<file path="config.mk">
export PLATFORM = sky130hd
export DESIGN_NAME = fetch_pc_unit_flat
export DESIGN_NICKNAME = d
export VERILOG_FILES = /design/src/rtl/fetch_pc_unit_if.sv /design/src/rtl/fetch_pc_unit.sv /design/src/flat_wrapper.sv
export SDC_FILE = /design/constraint.sdc
export NUM_CORES = 1
export LEC_CHECK = 0
export ABC_CLOCK_PERIOD_IN_PS = 2850
export CAP_MARGIN = 25
export CELL_PAD_IN_SITES_DETAIL_PLACEMENT = 0
export CELL_PAD_IN_SITES_GLOBAL_PLACEMENT = 1
export CORE_MARGIN = 1.5
export CORE_UTILIZATION = 30
export DETAILED_ROUTE_END_ITERATION = 8
export GPL_TIMING_DRIVEN = 0
export PLACE_DENSITY_LB_ADDON = 0.1
export SETUP_SLACK_MARGIN = 0.1
export SLEW_MARGIN = 0
export SYNTH_ARGS = -nofsm -noshare
export SYNTH_HDL_FRONTEND = slang
export SYNTH_SLANG_ARGS = --single-unit
export TNS_END_PERCENT = 30
</file>
<file path="constraint.sdc">
create_clock -name clk -period 2.85 [get_ports clk]
set_input_delay 0.285 -clock clk [delete_from_list [all_inputs] [get_ports clk]]
set_output_delay 0.285 -clock clk [all_outputs]
set_load 0.05 [all_outputs]
</file>
<file path="src/rtl/fetch_pc_unit_if.sv">
// fetch_pc_unit_if: instruction-memory request/acknowledge bus between fetch and imem.
interface fetch_pc_unit_if;
  logic        imem_req;
  logic [63:0] imem_addr;
  logic        imem_ack;
  logic [79:0] imem_data;
  logic        imem_err;
  modport master (output imem_req, imem_addr, input imem_ack, imem_data, imem_err);
  modport slave  (input imem_req, imem_addr, output imem_ack, imem_data, imem_err);
endinterface

</file>
<file path="src/rtl/fetch_pc_unit.sv">
// fetch_pc_unit: Y86-64 SEQ fetch stage holding the PC, fetching a 10-byte window and decoding it.
module fetch_pc_unit #(
  parameter logic [63:0] RESET_PC   = 64'h0,
  parameter int          IMEM_BYTES = 10
) (
  input  logic                   clk,
  input  logic                   reset,
  input  logic [63:0]            newPC,
  input  logic                   pc_load,
  fetch_pc_unit_if.master        imem,
  output logic [63:0]            pc,
  output logic [3:0]             icode,
  output logic [3:0]             ifun,
  output logic [3:0]             rA,
  output logic [3:0]             rB,
  output logic [63:0]            valC,
  output logic [63:0]            valP,
  output logic                   instr_valid,
  output logic [1:0]             stat
);
  localparam logic [1:0] STAT_AOK = 2'd0;
  localparam logic [1:0] STAT_HLT = 2'd1;
  localparam logic [1:0] STAT_ADR = 2'd2;
  localparam logic [1:0] STAT_INS = 2'd3;
  if (IMEM_BYTES != 10) begin : g_bytes_check
    $error("fetch_pc_unit: IMEM_BYTES must be 10");
  end
  typedef enum logic [1:0] {S_RST, S_FETCH, S_VALID, S_HALTED} state_t;
  state_t      state_q, state_d;
  logic [63:0] pc_q, pc_d;
  logic [3:0]  icode_q, icode_d, ifun_q, ifun_d, ra_q, ra_d, rb_q, rb_d;
  logic [63:0] valc_q, valc_d, valp_q, valp_d;
  logic [1:0]  stat_q, stat_d;
  logic        capture, take_pc;
  logic [3:0]  dec_icode, dec_ifun, dec_len;
  logic        dec_has_reg, dec_ins, dec_bad;
  logic [1:0]  dec_stat;
  logic [63:0] dec_valc;
  always_ff @(posedge clk) state_q <= reset ? S_RST : state_d;
  always_comb begin
    state_d = state_q == S_RST   ? S_FETCH
            : state_q == S_FETCH ? (imem.imem_ack ? S_VALID : S_FETCH)
            : state_q == S_VALID ? (stat_q != STAT_AOK ? S_HALTED : pc_load ? S_FETCH : S_VALID)
            : S_HALTED;
  end
  always_comb begin
    imem.imem_req  = state_q == S_FETCH;
    imem.imem_addr = pc_q;
    instr_valid    = state_q == S_VALID || state_q == S_HALTED;
  end
  always_comb begin
    dec_icode = imem.imem_data[7:4];
    dec_ifun  = imem.imem_data[3:0];
    case (dec_icode)
      4'h2, 4'h6, 4'hA, 4'hB: dec_len = 4'd2;
      4'h3, 4'h4, 4'h5:       dec_len = 4'd10;
      4'h7, 4'h8:             dec_len = 4'd9;
      default:                dec_len = 4'd1;
    endcase
    dec_has_reg = dec_icode inside {4'h2, 4'h3, 4'h4, 4'h5, 4'h6, 4'hA, 4'hB};
    dec_ins = dec_icode > 4'hB
           || (dec_icode == 4'h6 && dec_ifun > 4'h3)
           || ((dec_icode == 4'h2 || dec_icode == 4'h7) && dec_ifun > 4'h6)
           || (!(dec_icode inside {4'h2, 4'h6, 4'h7}) && dec_ifun != 4'h0);
    dec_stat = imem.imem_err ? STAT_ADR : dec_ins ? STAT_INS
             : dec_icode == 4'h0 ? STAT_HLT : STAT_AOK;
    dec_bad  = dec_stat == STAT_ADR || dec_stat == STAT_INS;
    dec_valc = dec_icode inside {4'h3, 4'h4, 4'h5} ? imem.imem_data[79:16]
             : dec_icode inside {4'h7, 4'h8}       ? imem.imem_data[71:8]
             : 64'd0;
  end
  // Faulting instructions keep icode/ifun but expose no operands and do not advance valP.
  always_comb begin
    capture = state_q == S_FETCH && imem.imem_ack;
    take_pc = state_q == S_VALID && stat_q == STAT_AOK && pc_load;
    pc_d    = take_pc ? newPC : pc_q;
    icode_d = capture ? dec_icode : icode_q;
    ifun_d  = capture ? dec_ifun : ifun_q;
    ra_d    = capture ? (dec_has_reg && !dec_bad ? imem.imem_data[15:12] : 4'hF) : ra_q;
    rb_d    = capture ? (dec_has_reg && !dec_bad ? imem.imem_data[11:8] : 4'hF) : rb_q;
    valc_d  = capture ? (dec_bad ? 64'd0 : dec_valc) : valc_q;
    valp_d  = capture ? (dec_bad ? pc_q : pc_q + {60'd0, dec_len}) : valp_q;
    stat_d  = capture ? dec_stat : stat_q;
  end
  always_ff @(posedge clk) begin
    if (reset) begin
      pc_q    <= RESET_PC;
      icode_q <= 4'h0;
      ifun_q  <= 4'h0;
      ra_q    <= 4'hF;
      rb_q    <= 4'hF;
      valc_q  <= 64'd0;
      valp_q  <= 64'd0;
      stat_q  <= STAT_AOK;
    end else begin
      pc_q    <= pc_d;
      icode_q <= icode_d;
      ifun_q  <= ifun_d;
      ra_q    <= ra_d;
      rb_q    <= rb_d;
      valc_q  <= valc_d;
      valp_q  <= valp_d;
      stat_q  <= stat_d;
    end
  end
  assign pc    = pc_q;
  assign icode = icode_q;
  assign ifun  = ifun_q;
  assign rA    = ra_q;
  assign rB    = rb_q;
  assign valC  = valc_q;
  assign valP  = valp_q;
  assign stat  = stat_q;
endmodule

</file>
<file path="src/flat_wrapper.sv">
// flat-port wrapper written by rule: the top's interface ports become plain ports
module fetch_pc_unit_flat 
#(
  parameter logic [63:0] RESET_PC   = 64'h0,
  parameter int          IMEM_BYTES = 10
)
  (clk, reset, newPC, pc_load, pc, icode, ifun, rA, rB, valC, valP, instr_valid, stat, imem_imem_req, imem_imem_addr, imem_imem_ack, imem_imem_data, imem_imem_err);
  fetch_pc_unit_if imem_i ();
  input  logic clk;
  input  logic reset;
  input  logic [63:0] newPC;
  input  logic pc_load;
  output logic [63:0] pc;
  output logic [3:0] icode;
  output logic [3:0] ifun;
  output logic [3:0] rA;
  output logic [3:0] rB;
  output logic [63:0] valC;
  output logic [63:0] valP;
  output logic instr_valid;
  output logic [1:0] stat;
  output wire logic [$bits(imem_i.imem_req)-1:0] imem_imem_req;
  output wire logic [$bits(imem_i.imem_addr)-1:0] imem_imem_addr;
  input wire logic [$bits(imem_i.imem_ack)-1:0] imem_imem_ack;
  input wire logic [$bits(imem_i.imem_data)-1:0] imem_imem_data;
  input wire logic [$bits(imem_i.imem_err)-1:0] imem_imem_err;
  assign imem_imem_req = imem_i.imem_req;
  assign imem_imem_addr = imem_i.imem_addr;
  assign imem_i.imem_ack = imem_imem_ack;
  assign imem_i.imem_data = imem_imem_data;
  assign imem_i.imem_err = imem_imem_err;
  fetch_pc_unit #(.RESET_PC(RESET_PC), .IMEM_BYTES(IMEM_BYTES)) u_core (.clk(clk), .reset(reset), .newPC(newPC), .pc_load(pc_load), .imem(imem_i), .pc(pc), .icode(icode), .ifun(ifun), .rA(rA), .rB(rB), .valC(valC), .valP(valP), .instr_valid(instr_valid), .stat(stat));
endmodule
</file>
* After elaboration in Yosys (flattened, before gate mapping)
Memory sizes are Yosys's and may differ from the RTL's. Index checks and enable logic that the tools add are counted.
Cells by class: equality and inequality tests 14, order comparisons 3, mux-type cells 15, reduce and logical (&&, ||, !) cells 25, $add $sub $neg 1
Operators by type and width (number):
- two-way mux 64 bit | 4
- adder 64 x 4 -> 64 bit | 1
- == test 4 x 3 -> 1 bit (second input constant) | 4
- two-way mux 2 bit | 7
- == test 4 bit (second input constant) | 3
- == test 2 bit (second input constant) | 4
- == test 4 x 2 -> 1 bit (second input constant) | 2
- two-way mux 4 bit | 2
- logical AND 1 bit | 7
- nonzero test 7 bit | 1
- logical OR 1 bit | 6
- nonzero test 3 bit | 2
- > comparator 4 x 2 -> 1 bit (second input constant) | 1
- > comparator 4 x 3 -> 1 bit (second input constant) | 1
- > comparator 4 bit (second input constant) | 1
- zero test 2 bit | 2
- zero test 4 bit | 1
- nonzero test 2 bit | 2
- nonzero test 4 bit | 1
- == test 2 x 1 -> 1 bit (second input constant) | 1
- zero test 1 bit | 2
- two-way mux 1 bit | 2
- OR reduction 2 bit | 1
Word-level totals: word-level logic and storage cells 69, output and inout bits 276, memory bits (read-only) 48, memories kept 1, bits in registers 212
Memory list:
- (no name shown) | words 16, width 3, rd ports 1, clocked after Yosys merged registers in 0, wr ports 0, line fetch_pc_unit.sv:54 | case (dec_icode)

* Longest topological paths before layout
Gate-level depths: netlist (run 1).
word-level depth 12, gate-level depth with buffers 15, mapped depth without buffers 12

* Least setup slack after synthesis (run 1)
Ideal clock, no wire load.
path type reg2reg, start register u_core.pc_q[0] (netlist: u_core.imem.imem_addr[0]), end register u_core.valp_q[12] (netlist: u_core.valP[12]), period minus slack after synthesis 2.569 ns, arrival time 2.495 ns, library setup time 0.074 ns, slack 0.281 ns, path buffers 2, data required time 2.776 ns, stages on the path, launching flop included 11, path through dfxtp_1 -> ha_1 -> inv_1 -> fa_1 -> o21bai_1 -> and4_1 -> buf_4 -> buf_4 -> nand3_1 -> xor2_1 -> o21ai_0
On the way: longest elaborated chain between the ends 2
RTL lines:
- start: declaration | line fetch_pc_unit.sv:30 | logic [63:0] pc_q, pc_d;
- start signal: assignment | line fetch_pc_unit.sv:96 | pc_q <= pc_d;
- adder 64 x 4 -> 64 bit | line fetch_pc_unit.sv:82 | valp_d = capture ? (dec_bad ? pc_q : pc_q + {60'd0, dec_len}) : valp_q;
- two-way mux 64 bit | line fetch_pc_unit.sv:82
- end signal: assignment | line fetch_pc_unit.sv:102 | valp_q <= valp_d;
- end: declaration | line fetch_pc_unit.sv:32 | logic [63:0] valc_q, valc_d, valp_q, valp_d;
No other way between the ends. A chain may end at the register's enable or synchronous reset.

* Worst setup path after layout (run 1)
start register u_core.pc_q[0] (netlist: u_core.imem.imem_addr[0]), end register u_core.valp_q[42] (netlist: u_core.valP[42])
The elaborated chain is that of the path after synthesis.

==> results.md, run 1 <==
* Slew margin rel. at 43.8%
* Metal3 WL at 3060 um
* Via count at 9787
* Synth Area in Adders at 0.598%
* Synth Area in XOR/XNOR at 5.55%
* Measured slew at the worst slew-check pin at 0.843 ns
* Number of fill cells at 3142
* WHS Endpoint: u_core.icode[1]$_SDFFE_PP0P_
* Min-Delay Path Class: in -> reg
* CP Capture Type: register
* CP Max Fanout at 10
* Fin cells at 2032
* Most common cell after layout, fill and taps aside: clkdlybuf4s50_1
* H-tree levels at 1
* Area grow syn2layout at 57.4%
* Largest net degree at the start of global routing at 13
* Clock slew at reported path FFs at 0.06 ns
* Post-synthesis sequential area ratio at 44.1%
* Fin crit share at 88.5%
* Multi-input logic area at 4500 um2
* Die X at 182 um
* Die footprint at 33200 um2
* Post-synth EDFFs at 0
* Fraction of registers with async set/reset at 0%
* CP delay by family, top: adder cells
* RSZ-0062 raised after global routing: no
* Critical Path Source Type: register
* Nets at 1765
* Slowest CP cell: dfxtp_2
* Hold Fails Final Rpt at 0
* Post-route cell area at 15200 um2
* I/O Pins at 425
* Tmin final at 2.52 ns
* Post-DP HPWL at 29300 um
* Initial Utilization at 30.5%
* Max cap viols at 0
* CTS tree: built
* Register area at 4250 um2
* Clk_skew at 0.00984 ns
* Min-Delay Startpoint: imem_imem_data[5]
* Hold path depth at 2
* Detailed Route WL at 38400 um
* Remaining design rule violation count at 0
* Compound-Gate Fraction of Synth Area at 18.1%
* Most frequent cells in the layout: clkdlybuf4s50_1 (419), nand2_1 (282), dfxtp_1 (211), o21ai_0 (91), a21oi_1 (70)
* Placed instance area at 14300 um2
* Depth of the most critical reg-to-reg path at 10
* Layout cell share with drive strength beyond 1 at 10.6%
* IO buf count at 420
* Gr ovfl total at 0
* Avg WL per Cell at 18.9 um
* Root Driver: clkbuf_16
* M1 WL at 16200 um
* Worst r2r src: u_core.imem.imem_addr[0]$_SDFFE_PP0P_
* VDD IR-drop max at 433 uV
* First-pass GRT wire length at 57900 um
* Antenna violation net count after detailed routing at 0
* Clock sink count at 212
* Met2 routed WL at 18400 um
* Multiplexer area fraction after synthesis at 0.325%
* FF-to-FF setup slack at 0.33 ns
* Finish-stage setup viols at 0
* Vias in the first global route at 9598
* Seq cells post-synth at 212
* Achievable frequency at 0.396 GHz
* Ys flop type: dfxtp_1
* Final GP Congestion at 0.781
* P_leak at 5.26 nW
* Antenna violations before repair at 2
* Distinct cells, synth at 57
* Worst reg2reg path endpoint: u_core.valP[42]$_SDFFE_PP0P_
* Worst-path cell chain: ha_1, inv_1, fa_1, o21bai_2, and4_1, buf_4, buf_4, nand4_1, xor2_1, o21ai_1
* GRT Util Overall at 22.5%
* CTS max path bufs at 3
* Synthesized cell area at 9630 um2
* TritonRoute pass-1 iters at 5
* CTS buffer count at 25
* CORE AREA at 31600 um2
* DIE HEIGHT at 182 um
* Final Util at 48.1%
* Post-Synthesis Net Count at 1315
* Pwr Total at 7.04 mW
* Final Max Slew Viols at 0
* Highest Signal Layer: met5
* Largest family of logic cells by synthesized area: simple AND/OR/NAND/NOR gates
* Status: finished clean
* Power density cells at 465 nW/um2
* Simple-gate share of the synthesized area at 21.9%
* DRT iter0 DRCs at 437
* Setup CP Type: reg -> reg
* Most frequent CP cell: buf_4
* Syn_area_per_cell at 8.29 um2
* Data required time of the worst path at 3.25 ns
* Placed Cells at 1984
* Syn. warnings at 0
* CP bufs+invs at 3
* Hold slack at 0.164 ns
* Rows at 65
* Worst skew pair latency at 0.53 ns
* Synth Instances at 1162
* Routed vias/inst at 4.82
* Max incr delay on CP at 0.40 ns
* WP data arrival at 2.92 ns
metrics by stage:
stage          setup TNS (ns)  worst slack (ns)
3_5_place_dp           -31.86            -0.795
5_1_grt                     0             0.157
4_1_cts                     0             0.199
6_report                    0             0.327
2_1_floorplan               0             0.281
3_3_place_gp           -28.52            -0.754
cell families after synthesis:
kind of cell | count (synthesis)
compound gates | 294
xor+xnor | 61
fa+ha+maj | 4
buf+inv | 156
flops | 212
mux | 3
simple gates | 432
power by group:
| part | internal (mW) | switching [mW] |
|---|---|---|
| clock network | 1.81 | 1.28 |
| registers | 3.00 | 0.0516 |
| logic | 0.384 | 0.519 |
| total | 5.19 | 1.85 |
Yosys cell counts (all sizes together), types with 8 or more instances:
cell type,number,share of area (%)
nand4,31,2.6
nand2,283,11
o21ai,132,6.9
and3,17,1.1
a22o,8,0.73
a22oi,64,5.0
xor2,27,2.5
inv,12,0.47
nor3,21,1.2
nor2,17,0.66
buf,99,7.1
clkbuf,45,1.8
and4,9,0.90
xnor2,34,3.1
o22a,8,0.73
dfxtp,212,44
nor4,13,1.7
a21oi,72,3.8
nand3,22,1.1
cell type report:
cell class,count,area share [%]
Multi-Input combinational cell,794,29.7
Clock inverter,7,0.462
Inverter,12,0.297
Antenna cell,1,0.0165
Timing Repair Buffer,423,27.9
Tap cell,402,3.32
Clock buffer,37,4.69
Buffer,144,5.68
Sequential cell,212,28.0
worst max-delay path by stage:
| stage | from | endpoint | slack [ns] | cells after the start |
|---|---|---|---|---|
| floorplan | u_core.imem.imem_addr[0]$_SDFFE_PP0P_ | u_core.valP[12]$_SDFFE_PP0P_ | 0.28 | 10 |
| global placement | imem_imem_data[4] | u_core.valP[63]$_SDFFE_PP0P_ | -0.75 | 10 |
| detailed placement | imem_imem_data[4] | u_core.valP[63]$_SDFFE_PP0P_ | -0.80 | 10 |
| CTS | u_core.imem.imem_addr[0]$_SDFFE_PP0P_ | u_core.valP[42]$_SDFFE_PP0P_ | 0.20 | 10 |
| global route | u_core.imem.imem_addr[0]$_SDFFE_PP0P_ | u_core.valP[42]$_SDFFE_PP0P_ | 0.16 | 10 |
| finish | u_core.imem.imem_addr[0]$_SDFFE_PP0P_ | u_core.valP[42]$_SDFFE_PP0P_ | 0.33 | 10 |
layer usage:
layer | up-vias | track usage, %
met5 | - | 0
met4 | 2 | 4.66
met3 | 43 | 6.09
met2 | 327 | 39.3
met1 | 4548 | 27.6
li1 | 4867 | -
registers in the layout (all words and copies together), names as in the netlist:
| signal | count |
|---|---|
| u_core.valP | 64 |
| u_core.imem.imem_addr | 64 |
| u_core.rB | 4 |
| u_core.icode | 4 |
| u_core.valC | 64 |
| u_core.state_q | 2 |
| u_core.ifun | 4 |
| u_core.stat | 2 |
| u_core.rA | 4 |
repair_timing:
action	in CTS	in global routing
endpoints found under the setup margin	43	23
setup buffers	0	2
hold endpoints to repair	1	0
gates resized for setup	6	3
hold buffers	1	0
pin swaps	0	1
Power figures use the tool's default switching activity.
==> run 2: changes to the inputs <==
--- a/config.mk
+++ b/config.mk
@@ -11,6 +11,7 @@
 export CELL_PAD_IN_SITES_GLOBAL_PLACEMENT = 1
 export CORE_MARGIN = 1.5
 export CORE_UTILIZATION = 30
+export CTS_CLUSTER_DIAMETER = 100
 export DETAILED_ROUTE_END_ITERATION = 8
 export GPL_TIMING_DRIVEN = 0
 export PLACE_DENSITY_LB_ADDON = 0.1
==> results of run 2 <==
Same layout as run 1: the final DEF is identical, and so are final timing and power.
==> patch, RTL diff (settings of run 2) <==
Encoding of `state_t`: now one-hot (4 bits for 4 states).
--- a/src/rtl/fetch_pc_unit.sv
+++ b/src/rtl/fetch_pc_unit.sv
@@ -27,3 +27,3 @@
   end
-  typedef enum logic [1:0] {S_RST, S_FETCH, S_VALID, S_HALTED} state_t;
+  typedef enum logic [3:0] {S_RST = 4'b0001, S_FETCH = 4'b0010, S_VALID = 4'b0100, S_HALTED = 4'b1000} state_t;
   state_t      state_q, state_d;
Formal check against the unedited RTL: no difference found for any inputs over 10 cycles, from zero or initial values and one cycle with reset high; not proved beyond that.
==> patch against run 2 <==
Wire length increased by 12%. Setup slack got worse by 0.038 ns. Sequential cell count grew 2. Total power down 0.38%. Design area rose by 5.4%. Area after synthesis is 6.4% higher. Count of clock-buffer cells in the layout grew 3. Highest routed layer unchanged. Cell count is 6.1% higher.
==> patch: results (changes against run 2) <==
* Worst Tran Pin Value: 1.05 ns (+0.208 ns)
- The count of cells resized by post-cts repair is 14 (+8).
* Number of buffers inserted to repair setup after CTS: 4 (+4)
* Static leakage: 5.52 nW (+5.0%)
- The global placement routability congestion is 0.837 (+7.1%).
- Worst-case vdd ir drop: 0.365 mV (-16%)
* Antenna violations before repair: 4 (+2)
- The number of nets in the synthesized netlist is 1386 (+5.4%).
- The total power per unit cell area was 439 nW/um^2 (-5.4%).
- CP Launch Point: u_core.state_q[3]
- Global-route wire length before repair: 64500 um (+11%)
- Highest-delay cell along the critical path: sky130_fd_sc_hd__clkbuf_1
* Placed Cells incl. Taps: 2102 (+5.9%)
- Count of port buffers added during placement: 421 (+0.24%)
* Compound-cell area share of the yosys netlist: 0.202 (+0.0206)
- Stage delay of the slowest cell on the critical path: 0.56 ns (+0.16 ns)
- Post-route setup slack: 0.288 ns (-0.0381 ns)
- Synth cell count leaders: sky130_fd_sc_hd__dfxtp_1 (214), sky130_fd_sc_hd__nand2_1 (190), sky130_fd_sc_hd__nor2_1 (139), sky130_fd_sc_hd__a21oi_1 (82), sky130_fd_sc_hd__clkbuf_1 (70)
- Fillers: 3373 (+7.4%)
* Synth Area in Adders: 0.00562 (-0.000357)
- The average instance area after synthesis was 8.31 sq um (+0.23%).
- Proportion of synthesized chip area in sequential cells: 0.418 (-0.0224)
- Number of different library cells in the post-synthesis netlist: 56 (-1.8%)
* Reg-to-reg slack, setup: 0.29 ns (-0.04 ns)
* Worst setup path end: u_core.valP[1]
- The mean routed wirelength per cell was 20.0 um (+5.8%).
* Number of detailed-routing iterations run before antenna repair: 6 (+1)
- The detailed router's first-iteration violation count is 490 (+12%).
* Outcome: complete, no violations
- Worst clock skew on the final layout: 0.0189 ns (+0.00904 ns)
- Synthesized-area fraction occupied by xor and xnor cells: 0.0445 (-0.0110)
- The mux share of post-synthesis cell area came to 0.00892 (+0.00567).
- DP HPWL: 33100 um (+13%)
- In this design, the largest share of critical-path delay is due to buffers and inverters.
- The number of global-route vias before repair is 10365 (+8.0%).
* Depth of the worst register-to-register path: 7 (-3)
- Overall track demand over capacity in global routing: 0.234 (+0.00921)
-- patch: cell types whose count changed in the layout (fill, tap and decap cells not counted), sizes merged, moves of 5 or more --
cell,run 2,this run
o21ai,132,11
a22o,8,66
nor2,17,139
and2,3,9
nor4,13,20
buf,101,93
nand2,283,190
nand3,22,39
a21oi,72,82
xnor2,34,21
a211oi,1,43
and3,17,12
clkbuf,83,111
mux2i,2,8
-- patch: kinds of logic (layout without fill, tap and decap cells) --
group / after synthesis / count (layout)
XOR/XNOR: 52 / 52
adder cells (fa/ha/maj): 4 / 4
multiplexers: 9 / 9
AO/OA/AOI/OAI: 293 / 293
AND/OR/NAND/NOR: 494 / 494
other: 0 / 2
flip-flops: 214 / 214
buffers and inverters: 167 / 640
-- patch: final cells by class --
class / count / share of cell area
buffer: 157 / 0.0551
antenna: 2 / 0.000313
sequential: 214 / 0.268
tap: 448 / 0.0351
clock inverter: 6 / 0.00345
multi-input combinational: 852 / 0.320
clock buffer: 40 / 0.0491
timing repair buffer: 427 / 0.267
inverter: 10 / 0.00235
-- patch: layer usage --
layer  share of wire  wire length, um  track usage  vias to the layer above
li1                -                -            -                     5244
met1            0.44            19100        0.301                     5117
met2            0.47            20100        0.396                      363
met3           0.076             3270       0.0616                       49
met4           0.014              606       0.0415                        4
met5         0.00058               25            0                        -
-- patch: metrics by stage --
stage	setup TNS, ns	hold slack (ns)	power [W]
after floorplan	0	0.313	0.00341
after global placement	-39.10	0.433	0.00379
after detailed placement	-44.48	0.443	0.00380
after CTS	0	0.0402	0.00710
after global routing	0	0.0632	0.00725
final	0	0.0572	0.00702
-- patch: power breakdown --
part	total [W]	internal, W	switching (W)
clock network	0.00329	0.00197	0.00132
registers	0.00304	0.00302	0.0000193
logic	0.000691	0.000318	0.000373
